### config.mk
export PLATFORM = sky130hd
export DESIGN_NAME = print_uart_tx
export DESIGN_NICKNAME = d
export VERILOG_FILES = /design/src/rtl/print_uart_tx.sv
export SDC_FILE = /design/constraint.sdc
export NUM_CORES = 1
export LEC_CHECK = 0
export ABC_AREA = 1
export BUFFER_PORTS_ARGS = -buffer_cell sky130_fd_sc_hd__buf_2
export CELL_PAD_IN_SITES_DETAIL_PLACEMENT = 1
export CELL_PAD_IN_SITES_GLOBAL_PLACEMENT = 2
export CORE_ASPECT_RATIO = 1.1
export CORE_MARGIN = 3
export CORE_UTILIZATION = 41
export CTS_CLUSTER_DIAMETER = 50
export CTS_CLUSTER_SIZE = 12
export DETAILED_ROUTE_END_ITERATION = 7
export PLACE_DENSITY_LB_ADDON = 0.1
export SYNTH_ARGS = -nofsm -noshare
export SYNTH_HDL_FRONTEND = slang
export SYNTH_SLANG_ARGS = --single-unit
### constraint.sdc
create_clock -name clk -period 5.5 [get_ports clk]
set_input_delay 0.55 -clock clk [delete_from_list [all_inputs] [get_ports clk]]
set_output_delay 0.55 -clock clk [all_outputs]
set_load 0.1 [all_outputs]
### src/rtl/print_uart_tx.sv
// Console byte transmitter: buffers print_out characters in a small FIFO and
// shifts them out as 8N1 UART frames. Overflow drops words and is reported, never back-pressured.
module print_uart_tx #(
  parameter int unsigned CLKS_PER_BIT = 868,
  parameter int unsigned FIFO_AW      = 4
) (
  input  logic               clk,
  input  logic               resetn,
  input  logic [48:0]        print_in,
  output logic               txd,
  output logic               busy,
  output logic [FIFO_AW:0]   fifo_count,
  output logic               overflow,
  output logic [15:0]        drop_count
);

  localparam int unsigned Depth  = 2 ** FIFO_AW;
  localparam int unsigned TimerW = (CLKS_PER_BIT > 1) ? $clog2(CLKS_PER_BIT) : 1;
  localparam logic [TimerW-1:0]  TimerMax = TimerW'(CLKS_PER_BIT - 1);
  localparam logic [FIFO_AW:0]   DepthCnt = (FIFO_AW + 1)'(Depth);

  typedef enum logic [1:0] {StIdle, StStart, StData, StStop} state_e;

  state_e              state_q, state_d;
  logic [TimerW-1:0]   timer_q, timer_d;
  logic [2:0]          bit_q, bit_d;
  logic [7:0]          shift_q, shift_d;
  logic                txd_q, txd_d;
  logic                busy_q;
  logic                ovf_q;
  logic [15:0]         drops_q;
  logic [FIFO_AW-1:0]  wptr_q, rptr_q;
  logic [FIFO_AW:0]    count_q, count_d;
  logic [7:0]          mem_q [Depth];

  logic valid, full, push, pop, drop;
  logic unused_print_bits;

  assign unused_print_bits = ^print_in[47:8];

  assign valid = print_in[48];
  // Full is judged on the pre-edge count, so a same-edge pop cannot rescue a word.
  assign full  = (count_q == DepthCnt);
  assign push  = valid & ~full;
  assign drop  = valid & full;
  assign pop   = (state_q == StIdle) && (count_q != '0);

  always_comb begin
    count_d = count_q;
    if (push && !pop) begin
      count_d = count_q + 1'b1;
    end else if (pop && !push) begin
      count_d = count_q - 1'b1;
    end
  end

  always_comb begin
    state_d = state_q;
    timer_d = timer_q;
    bit_d   = bit_q;
    shift_d = shift_q;
    unique case (state_q)
      StIdle: begin
        if (pop) begin
          state_d = StStart;
          timer_d = '0;
          shift_d = mem_q[rptr_q];
        end
      end
      StStart: begin
        if (timer_q == TimerMax) begin
          state_d = StData;
          timer_d = '0;
          bit_d   = '0;
        end else begin
          timer_d = timer_q + 1'b1;
        end
      end
      StData: begin
        if (timer_q == TimerMax) begin
          timer_d = '0;
          shift_d = {1'b0, shift_q[7:1]};
          if (bit_q == 3'd7) begin
            state_d = StStop;
          end else begin
            bit_d = bit_q + 1'b1;
          end
        end else begin
          timer_d = timer_q + 1'b1;
        end
      end
      StStop: begin
        if (timer_q == TimerMax) begin
          state_d = StIdle;
          timer_d = '0;
        end else begin
          timer_d = timer_q + 1'b1;
        end
      end
      default: state_d = StIdle;
    endcase

    // Line level follows the next state so txd changes on the same edge as the FSM.
    case (state_d)
      StStart: txd_d = 1'b0;
      StData:  txd_d = shift_d[0];
      default: txd_d = 1'b1;
    endcase
  end

  always_ff @(posedge clk) begin
    if (!resetn) begin
      state_q <= StIdle;
      timer_q <= '0;
      bit_q   <= '0;
      shift_q <= '0;
      txd_q   <= 1'b1;
      busy_q  <= 1'b0;
      ovf_q   <= 1'b0;
      drops_q <= '0;
      wptr_q  <= '0;
      rptr_q  <= '0;
      count_q <= '0;
    end else begin
      state_q <= state_d;
      timer_q <= timer_d;
      bit_q   <= bit_d;
      shift_q <= shift_d;
      txd_q   <= txd_d;
      busy_q  <= (state_q != StIdle) || (count_q != '0);
      count_q <= count_d;
      if (push) begin
        wptr_q <= wptr_q + 1'b1;
      end
      if (pop) begin
        rptr_q <= rptr_q + 1'b1;
      end
      if (drop) begin
        ovf_q <= 1'b1;
        if (drops_q != 16'hFFFF) begin
          drops_q <= drops_q + 16'd1;
        end
      end
    end
  end

  // Storage needs no reset: occupancy alone decides what is valid.
  always_ff @(posedge clk) begin
    if (push) begin
      mem_q[wptr_q] <= print_in[7:0];
    end
  end

  assign txd        = txd_q;
  assign busy       = busy_q;
  assign fifo_count = count_q;
  assign overflow   = ovf_q;
  assign drop_count = drops_q;

endmodule

==> results of run 1 <==
[worst max path at each step]
stage                  start            end  cells past startpoint
3_5_place_dp   fifo_count[2]  fifo_count[4]                     13
6_report       fifo_count[2]  fifo_count[4]                     13
5_1_grt        fifo_count[2]  fifo_count[4]                     13
3_3_place_gp   fifo_count[2]  fifo_count[4]                     13
4_1_cts        fifo_count[2]  fifo_count[4]                     13
2_1_floorplan  fifo_count[0]  fifo_count[4]                     14
[cell families after synthesis]
kind of cell               count (synthesis)
xor gates and xnor gates                  10
buffers and inverters                    101
and+or+nand+nor                          370
DFF                                      187
adders and majority gates                 14
AOI/OAI and AO/OA                        155
[final cells by class]
class | instances | area (µm²)
multi-input combinational | 549 | 2650
clock buffer | 17 | 425
timing repair buffer | 37 | 193
sequential | 187 | 5030
inverter | 69 | 259
tap | 247 | 309
clock inverter | 14 | 159
fill | 2204 | 10200
[power groups by stage]
stage	clock network, mW	logic [mW]	registers, mW
6_report	1.23	1.31	1.67
5_1_grt	1.31	1.48	1.68
4_1_cts	1.25	1.33	1.67
3_5_place_dp	0	1.32	1.70
3_3_place_gp	0	1.27	1.69
2_1_floorplan	0	0.798	1.83
[registers in the layout, indices dropped and copies added (netlist names), 2 cells and up, named ones only]
name,cells
mem_q,128
shift_q,8
timer_q,10
wptr_q,4
drop_count,16
bit_q,3
rptr_q,4
state_q,2
fifo_count,5
[worst max-delay path, stage by stage (launching register included)]
cell	delay, ns
dfxtp_1	0.34
nor2_1	0.16
nand4_1	0.17
nand2_1	0.29
ha_1	0.26
inv_1	0.11
fa_1	0.42
a21o_1	0.19
a21oi_1	0.21
nor2_1	0.06
nor2_1	0.09
nand2_1	0.07
o21ai_0	0.15
a21oi_1	0.06
[cell usage after synthesis]
| master | n |
|---|---|
| ha_1 | 13 |
| nand3_2 | 1 |
| a21o_1 | 1 |
| o22ai_1 | 4 |
| dfxtp_1 | 59 |
| nand4_1 | 4 |
| clkinv_1 | 2 |
| buf_4 | 1 |
| nand3_1 | 57 |
| nor3_4 | 1 |
| clkbuf_1 | 19 |
| buf_6 | 2 |
| nor2_2 | 4 |
| nor3b_1 | 1 |
| a21oi_1 | 41 |
| xor2_1 | 8 |
| xnor2_1 | 2 |
| a21oi_2 | 1 |
| inv_2 | 5 |
| fa_1 | 1 |
| nor2_1 | 130 |
| and3_1 | 3 |
| o21ai_2 | 1 |
| edfxtp_1 | 128 |
| o211ai_1 | 6 |
| nand2_4 | 2 |
| nand3b_1 | 1 |
| o21ai_1 | 6 |
| nor3_2 | 2 |
| inv_1 | 62 |
| buf_2 | 10 |
| nand2_2 | 5 |
| o21ai_0 | 89 |
| nand2_1 | 154 |
| o21bai_1 | 2 |
| nor3_1 | 5 |
| a211oi_1 | 4 |
[layer usage]
| layer | routed length (µm) | track usage (%) |
|---|---|---|
| met5 | 0 | 0 |
| met3 | 542 | 3.54 |
| met1 | 8880 | 24.5 |
| met4 | 475 | 6.74 |
| met2 | 10600 | 34.6 |
[per-stage QoR]
step	setup slack, ns	hold WS [ns]	power (mW)	area [µm²]
after detailed placement	2.78	0.457	3.03	8440
after global routing	2.47	0.501	4.48	9020
after CTS	2.75	0.467	4.25	9020
after floorplan	2.49	0.436	2.63	8090
final	2.80	0.462	4.21	9020
after global placement	2.86	0.447	2.96	8440
[cell usage in the layout (no fill, tap or decap), types with 3 or more instances in the layout]
cell,n
o21ai_1,6
buf_2,34
inv_1,62
nand3_1,57
buf_4,3
nor3_1,5
clkbuf_16,17
inv_2,5
nor2_1,130
a21oi_1,41
nand4_1,4
xor2_1,8
inv_6,6
o21ai_0,89
ha_1,13
dfxtp_1,58
edfxtp_1,128
o22ai_1,4
nand2_2,5
nand2_1,154
and3_1,3
o211ai_1,6
a211oi_1,4
nor2_2,4
==> impl_metrics.json, run 1 <==
{
  "core_area_um2": 19200,
  "utilization_pct": 46.9,
  "yosys.area_share.simple_pct": 19.3,
  "intPower_mw": 2.62,
  "yosys-mux-area-fraction_pct": 0,
  "ys_ff_latch": 187,
  "cts.sinks": 187,
  "slew_headroom_pct": 24.2,
  "skew_ns": 0.00736,
  "seq_area_frac_synth_pct": 62.1,
  "min_period_over_period_pct": 49.0,
  "seq_power_share_pct": 39.7,
  "clkLatencyLatePin_ns": 0.44,
  "io_pins": 75,
  "critPathCaptureType": "flip-flop",
  "finalHoldViolCount": 0,
  "syn_nets": 902,
  "setup_viol": 0,
  "synth_top_family_by_area": "simple AND/OR/NAND/NOR gates",
  "fmax_mhz": 371,
  "drive_gt1_share_pct": 10.4,
  "cts.clk_slew.worst_paths_ns": 0.07,
  "grt_overflow": 0,
  "r2r-start": "fifo_count[2]",
  "areaGrowthSynthToFinish_pct": 11.6,
  "drtIter0Drc": 255,
  "synth_xor_area_share_pct": 1.08,
  "antenna_found_initial": 0,
  "hp-class": "reg -> reg",
  "antenna_cells": 0,
  "synth_compound_area_share_pct": 10.2,
  "drcViolationCount": 0,
  "setup_tns_ns": 0,
  "hold_depth": 2,
  "worstRegToRegCells": 13,
  "power_frac_clock_pct": 29.2,
  "path_class": "reg -> reg",
  "initial_core_util_pct": 42.0,
  "placedCellCount": 1089,
  "die_h_um": 153,
  "worstHoldEndpoint": "shift_q[7]",
  "p_switching_mw": 1.59,
  "rsz0062_at_grt": "false",
  "cts_tree": "yes",
  "first_pass_iters": 4,
  "postCtsHoldBufs": 0,
  "final_cells": 1120,
  "synth_area_um2": 8090,
  "max-cap-violations": 0,
  "wl_per_cell_um": 18.3,
  "switching_share_pct": 37.8,
  "avgSynthCellArea_um2": 9.66,
  "drt.antenna.violating_nets": 0,
  "portBuffers": 34,
  "gr-usage-all-layers_pct": 19.7,
  "clock_path_buffers": 2,
  "worstPathArrival_ns": 3.02,
  "die_w_um": 140,
  "finalMaxSlewViolations": 0,
  "gp_congestion": 0.774,
  "worst_pin_slew_ns": 1.14,
  "die-area_um2": 21400,
  "power_density_nw_per_um2": 466,
  "cts_resized": 0,
  "cts_buffers": 17,
  "ys_top_cells_by_area": "edfxtp_1, dfxtp_1, nand2_1",
  "postCtsSetupRepairBufs": 0,
  "fin_crit_ns": 2.70,
  "outcome": "complete, no violations",
  "grt_first_pass_wirelength_mm": 33.0,
  "grt_pass1_vias": 6244,
  "rrSetupSlack_ns": 2.80,
  "vias": 5882,
  "final_nets": 926,
  "synth_cells": 837,
  "synth_top_area_share_pct": 47.5,
  "floorplan.rows": 53,
  "leakage_nw": 3.31,
  "wirelength_mm": 20.5,
  "ir_drop_mv": 0.277,
  "avgViaCountPerCell": 5.25,
  "ys_warn_count": 0,
  "root_buffer": "clkbuf_16",
  "critPathMaxFanout": 7,
  "synthDistinctLibCells": 37,
  "dp_hpwl_mm": 13.5,
  "min-delay-start": "shift_q[7]",
  "power_frac_comb_pct": 31.1,
  "synthAdderAreaFrac_pct": 2.26,
  "worst_setup_path_start_kind": "flip-flop",
  "htreeDepth": 4,
  "crit_required_ns": 5.82,
  "grt_max_degree": 68,
  "yosys.area.top_type": "edfxtp_1",
  "r2r-end": "fifo_count[4]"
}
Note: power is estimated with default switching activity, not from simulation.
==> inputs of run 2 (changes only) <==
--- a/config.mk
+++ b/config.mk
@@ -11,7 +11,7 @@
 export CELL_PAD_IN_SITES_GLOBAL_PLACEMENT = 2
 export CORE_ASPECT_RATIO = 1.1
 export CORE_MARGIN = 3
-export CORE_UTILIZATION = 41
+export CORE_UTILIZATION = 34
 export CTS_CLUSTER_DIAMETER = 50
 export CTS_CLUSTER_SIZE = 12
 export DETAILED_ROUTE_END_ITERATION = 7
==> constraint.sdc (replaced) <==
create_clock -name clk -period 2.2 [get_ports clk]
set_input_delay 0.22 -clock clk [delete_from_list [all_inputs] [get_ports clk]]
set_output_delay 0.22 -clock clk [all_outputs]
set_load 0.1 [all_outputs]
==> run 2 against run 1 <==
  * Cell count increased by 7.9%
  * Register-to-register slack got worse by 2.7 ns
  * Fmax rose by 29%
  * Sequential power increased to 2.5 times the previous value
  * Clock-buffer cell count is the same
  * Core utilization shrank 6.2 points
  * Die area up 20%
  * Clock skew rose by 0.0086 ns
  * Combinational power rose to 2.7 times the previous value
  * Clock power increased by 140%
  * Hold slack lost 0.33 ns
  * Non-clock buffer count is 34 higher
==> impl_metrics.json, run 2 (synthesis gave the netlist of run 1 again) <==
{
  "post_dp_cell_area_um2": 8840,
  "cts.clk_slew.worst_paths_ns": 0.07,
  "grt_pass1_vias": 6408,
  "leakage_nw": 3.50,
  "root_buffer": "clkbuf_16",
  "clkLatencyLatePin_ns": 0.44,
  "drive_gt1_share_pct": 16.3,
  "largest_reg_flops": 128,
  "min_period_over_period_pct": 95.2,
  "skew_ns": 0.0160,
  "drcViolationCount": 0,
  "switching_share_pct": 38.5,
  "top_register": "mem_q",
  "grt_overflow": 0,
  "finalPower_mw": 10.7,
  "ff_latch_area_um2": 5050,
  "portBuffers": 34,
  "antenna_found_initial": 0,
  "core_area_um2": 23100,
  "p_switching_mw": 4.13,
  "fin_crit_ns": 2.09,
  "power_frac_comb_pct": 33.3,
  "n_fill_cell": 2597,
  "power_frac_clock_pct": 27.5,
  "setup_viol": 0,
  "first_pass_iters": 4,
  "die-area_um2": 25700,
  "dp_hpwl_mm": 14.8,
  "cts_buffers": 17,
  "outcome": "complete, no violations",
  "die_h_um": 168,
  "critPathCaptureType": "flip-flop",
  "slew_headroom_pct": 64.7,
  "worstPathArrival_ns": 2.42,
  "avgViaCountPerCell": 4.97,
  "gp_congestion": 0.779,
  "intPower_mw": 6.58,
  "cts_tree": "yes",
  "power_density_nw_per_um2": 1140,
  "floorplan.rows": 58,
  "mostFrequentLayoutCells": "nand2_1, nor2_1, edfxtp_1, o21ai_0",
  "wl_per_cell_um": 17.9,
  "final_area_um2": 9420,
  "htreeDepth": 4,
  "final_common_cell": "nand2_1",
  "rsz0062_at_grt": "true",
  "grt_max_degree": 42,
  "finalMaxSlewViolations": 0,
  "seq_power_share_pct": 39.2,
  "utilization_pct": 40.7,
  "ir_drop_mv": 0.562,
  "gr-usage-all-layers_pct": 17.2,
  "drtIter0Drc": 263,
  "max-cap-violations": 0,
  "final_nets": 960,
  "cts.sinks": 187,
  "drt.antenna.violating_nets": 0,
  "critPathMaxFanout": 4,
  "initial_core_util_pct": 34.9,
  "crit_required_ns": 2.52,
  "multiInputGateArea_um2": 2700,
  "areaGrowthSynthToFinish_pct": 16.5,
  "antenna_cells": 0,
  "path_class": "reg -> reg",
  "vias": 6008,
  "fmax_mhz": 478,
  "clock_path_buffers": 2,
  "finalHoldViolCount": 0,
  "hp-class": "in -> reg",
  "worst_pin_slew_ns": 0.528,
  "worst_setup_path_start_kind": "flip-flop",
  "grt_first_pass_wirelength_mm": 34.8,
  "io_pins": 75,
  "wirelength_mm": 21.7,
  "postCtsHoldBufs": 0,
  "die_w_um": 153
}
run 2: worst paths after layout:
kind                            slack [ns]          start  depth (start not counted)             to
worst min-delay path                  0.13   print_in[48]                          3      wptr_q[1]
worst max-delay path                  0.11  fifo_count[3]                         13  fifo_count[4]
worst max register to register        0.11  fifo_count[3]                         13  fifo_count[4]
worst min register to register        0.47      rptr_q[3]                          2      flip-flop
run 2: through the flow:
| step | TNS, ns | hold WS, ns | std cells | setup WS [ns] |
|---|---|---|---|---|
| 2_1_floorplan | 0 | 0.319 | 837 | 0.00747 |
| 3_3_place_gp | 0 | 0.448 | 1175 | 0.0890 |
| 3_5_place_dp | 0 | 0.461 | 1175 | 0.0652 |
| 4_1_cts | 0 | 0.105 | 1207 | 0.0538 |
| 5_1_grt | -0.127 | 0.140 | 1208 | -0.127 |
| 6_report | 0 | 0.129 | 1208 | 0.106 |
run 2: layout make-up:
type | count | share of cell area, %
flip-flops and latches | 187 | 53.6
well taps | 300 | 3.99
inverters | 69 | 2.80
clock buffers | 17 | 4.52
clock inverters | 15 | 1.38
repair buffers | 71 | 5.02
multi-input cells | 549 | 28.7
run 2: repair_timing:
action | in CTS | in global routing
endpoints found under the hold margin | 0 | 0
endpoints found under the setup margin | 0 | 2
gates resized for setup | 0 | 4
buffers inserted | 0 | 1
run 2: critical path: stages, from the launching register on:
cell	delay [ns]
dfxtp_4	0.36
nor2_4	0.10
nand4_1	0.14
nand2_2	0.12
ha_4	0.15
inv_4	0.05
fa_2	0.35
a21o_1	0.18
a21oi_2	0.13
nor2_1	0.05
nor2_1	0.08
nand2_1	0.07
o21ai_1	0.13
a21oi_1	0.06
run 2: power groups by stage:
stage	Combinational, mW	Sequential [mW]	Clock [mW]
floorplan	2.07	4.61	0
global route	4.02	4.24	3.15
global placement	3.45	4.26	0
detailed placement	3.58	4.28	0
CTS	3.59	4.20	3.03
finish	3.56	4.20	2.95
run 2: per-layer routing:
metal / vias to the layer above / track usage, % / share of wire, %
li1: 2944 / - / -
met1: 2995 / 21.9 / 46
met2: 50 / 30.7 / 51
met3: 19 / 2.04 / 1.7
met4: 0 / 5.31 / 1.6
met5: - / 0 / 0
==> inputs of run 3 (changes only) <==
--- a/config.mk
+++ b/config.mk
@@ -10,12 +10,12 @@
 export CELL_PAD_IN_SITES_DETAIL_PLACEMENT = 1
 export CELL_PAD_IN_SITES_GLOBAL_PLACEMENT = 2
 export CORE_ASPECT_RATIO = 1.1
-export CORE_MARGIN = 3
+export CORE_MARGIN = 2
 export CORE_UTILIZATION = 34
 export CTS_CLUSTER_DIAMETER = 50
 export CTS_CLUSTER_SIZE = 12
 export DETAILED_ROUTE_END_ITERATION = 7
-export PLACE_DENSITY_LB_ADDON = 0.1
+export PLACE_DENSITY_LB_ADDON = 0.05
 export SYNTH_ARGS = -nofsm -noshare
 export SYNTH_HDL_FRONTEND = slang
 export SYNTH_SLANG_ARGS = --single-unit
==> run 3 against run 2 <==
  * Sequential power about the same
  * Die area down 2.5%
  * Register-to-register slack about the same
  * Via count down 0.42%
  * Core utilization down 0.36 points
  * Cell count up 0.83%
  * Fmax about the same
  * First-iteration DRC count down 22%
  * Non-clock buffer count up 6
  * Clock-buffer cell count up 2
  * Hold slack better by 0.0037 ns
  * Sequential share of layout area down 0.44 points
==> impl_metrics.json, run 3 (synthesis gave the netlist of run 1 again) <==
{
  "floorplan.rows": 59,
  "cts_tree": "yes",
  "min_period_over_period_pct": 95.2,
  "worst_pin_slew_ns": 0.560,
  "gr-usage-all-layers_pct": 18.0,
  "cts_buffers": 17,
  "utilization_pct": 40.3,
  "top_register": "mem_q",
  "largest_reg_flops": 128,
  "drive_gt1_share_pct": 16.3,
  "seq_power_share_pct": 38.7,
  "final_cells": 1218,
  "worstPathArrival_ns": 2.41,
  "pre_cts_ws_ns": 0.0346,
  "ir_drop_mv": 0.661,
  "io_pins": 75,
  "switching_share_pct": 36.1,
  "clock_path_buffers": 2,
  "vias": 5983,
  "wirelength_mm": 21.4,
  "grt_max_degree": 44,
  "gp_congestion": 0.742,
  "critPathMaxFanout": 4,
  "power_density_nw_per_um2": 1140,
  "grt_first_pass_wirelength_mm": 34.5,
  "n_fill_cell": 2687,
  "intPower_mw": 6.91,
  "cts.clk_slew.worst_paths_ns": 0.07,
  "crit_required_ns": 2.52,
  "initial_core_util_pct": 34.3,
  "leakage_nw": 3.52,
  "avgViaCountPerCell": 4.91,
  "areaGrowthSynthToFinish_pct": 17.4,
  "wl_per_cell_um": 17.6,
  "hold_ws_ns": 0.133,
  "finalMaxSlewViolations": 0,
  "power_frac_comb_pct": 32.9,
  "final_common_cell": "nand2_1",
  "fmax_mhz": 478,
  "postCtsHoldBufs": 0,
  "placedCellCount": 1180,
  "core_area_um2": 23500,
  "skew_ns": 0.00939,
  "antenna_found_initial": 0,
  "antenna_cells": 0,
  "root_buffer": "clkbuf_16",
  "critPathCaptureType": "flip-flop",
  "clkLatencyLatePin_ns": 0.43,
  "die_h_um": 166,
  "fin_crit_ns": 2.09,
  "power_frac_clock_pct": 28.4,
  "hp-class": "in -> reg",
  "outcome": "complete, no violations",
  "finalHoldViolCount": 0,
  "die_w_um": 151,
  "dp_hpwl_mm": 14.5,
  "die-area_um2": 25000,
  "grt_overflow": 0,
  "mostFrequentLayoutCells": "nand2_1, nor2_1, edfxtp_1, o21ai_0, inv_1",
  "max-cap-violations": 0,
  "cts.sinks": 187,
  "portBuffers": 34,
  "worst_slack_ns": 0.106,
  "grt_pass1_vias": 6260,
  "first_pass_iters": 4,
  "p_switching_mw": 3.90,
  "finalPower_mw": 10.8,
  "path_class": "reg -> reg",
  "drt.antenna.violating_nets": 0,
  "drcViolationCount": 0,
  "rsz0062_at_grt": "true",
  "setup_viol": 0,
  "drtIter0Drc": 204,
  "slew_headroom_pct": 62.6,
  "htreeDepth": 4,
  "final_nets": 966,
  "worst_setup_path_start_kind": "flip-flop"
}
-- run 3: cell types whose count changed in the layout (fill, tap and decap cells not counted), sizes merged --
| cell | before | now |
|---|---|---|
| inv | 75 | 67 |
| buf | 71 | 77 |
| clkinvlp | 0 | 5 |
| bufinv | 0 | 3 |
| clkinv | 9 | 6 |
| clkbuf | 17 | 19 |
-- run 3: worst max-delay path, cell delays in order, from the launching register on --
cell and delay [ns]:
dfxtp_4 0.35, inv_1 0.10, nand4_1 0.16, nand2_2 0.12, ha_4 0.15, inv_4 0.05, fa_2 0.35, a21o_1 0.18
a21oi_2 0.13, nor2_1 0.05, nor2_1 0.09, nand2_1 0.09, o21ai_2 0.11, a21oi_1 0.05
-- run 3: path summary, 6_finish.rpt --
| check | cells after the start | start | to | slack (ns) |
|---|---|---|---|---|
| max | 13 | fifo_count[4] | fifo_count[4] | 0.11 |
| min | 3 | print_in[48] | wptr_q[1] | 0.13 |
| min reg2reg | 1 | fifo_count[0] | fifo_count[0] | 0.45 |
| max reg2reg | 13 | fifo_count[4] | fifo_count[4] | 0.11 |
-- run 3: layout make-up --
type	instances	area, µm²	area share (%)
flip-flops and latches	187	5050	53.2
clock buffers	19	433	4.56
inverters	69	264	2.78
well taps	305	382	4.02
multi-input cells	549	2700	28.4
repair buffers	77	518	5.45
clock inverters	12	150	1.58
-- run 3: per-layer routing --
metal  vias up  part of all wire, %  GRT usage [%]
met4         0                  1.9           5.12
met1      2949                   44           22.3
met2        64                   52           32.0
met3        22                  2.1           2.91
li1       2948                    -              -
met5         -                    0              0
-- run 3: through the flow --
stage	setup TNS, ns	area, µm²
6_report	0	9500
5_1_grt	-0.123	9500
4_1_cts	0	9430
3_5_place_dp	0	8850
3_3_place_gp	0	8850
2_1_floorplan	0	8150
-- run 3: what timing repair did --
item / 4_1_cts / 5_1_grt
setup buffers: 0 / 7
endpoints found under the setup margin: 0 / 2
gates resized for setup: 0 / 4
-- run 3: power groups by stage --
stage          Combinational, mW  Sequential (mW)  Clock [mW]
2_1_floorplan               2.07             4.61           0
3_3_place_gp                3.46             4.26           0
3_5_place_dp                3.54             4.27           0
4_1_cts                     3.56             4.19        3.16
5_1_grt                     4.04             4.21        3.31
6_report                    3.55             4.18        3.07
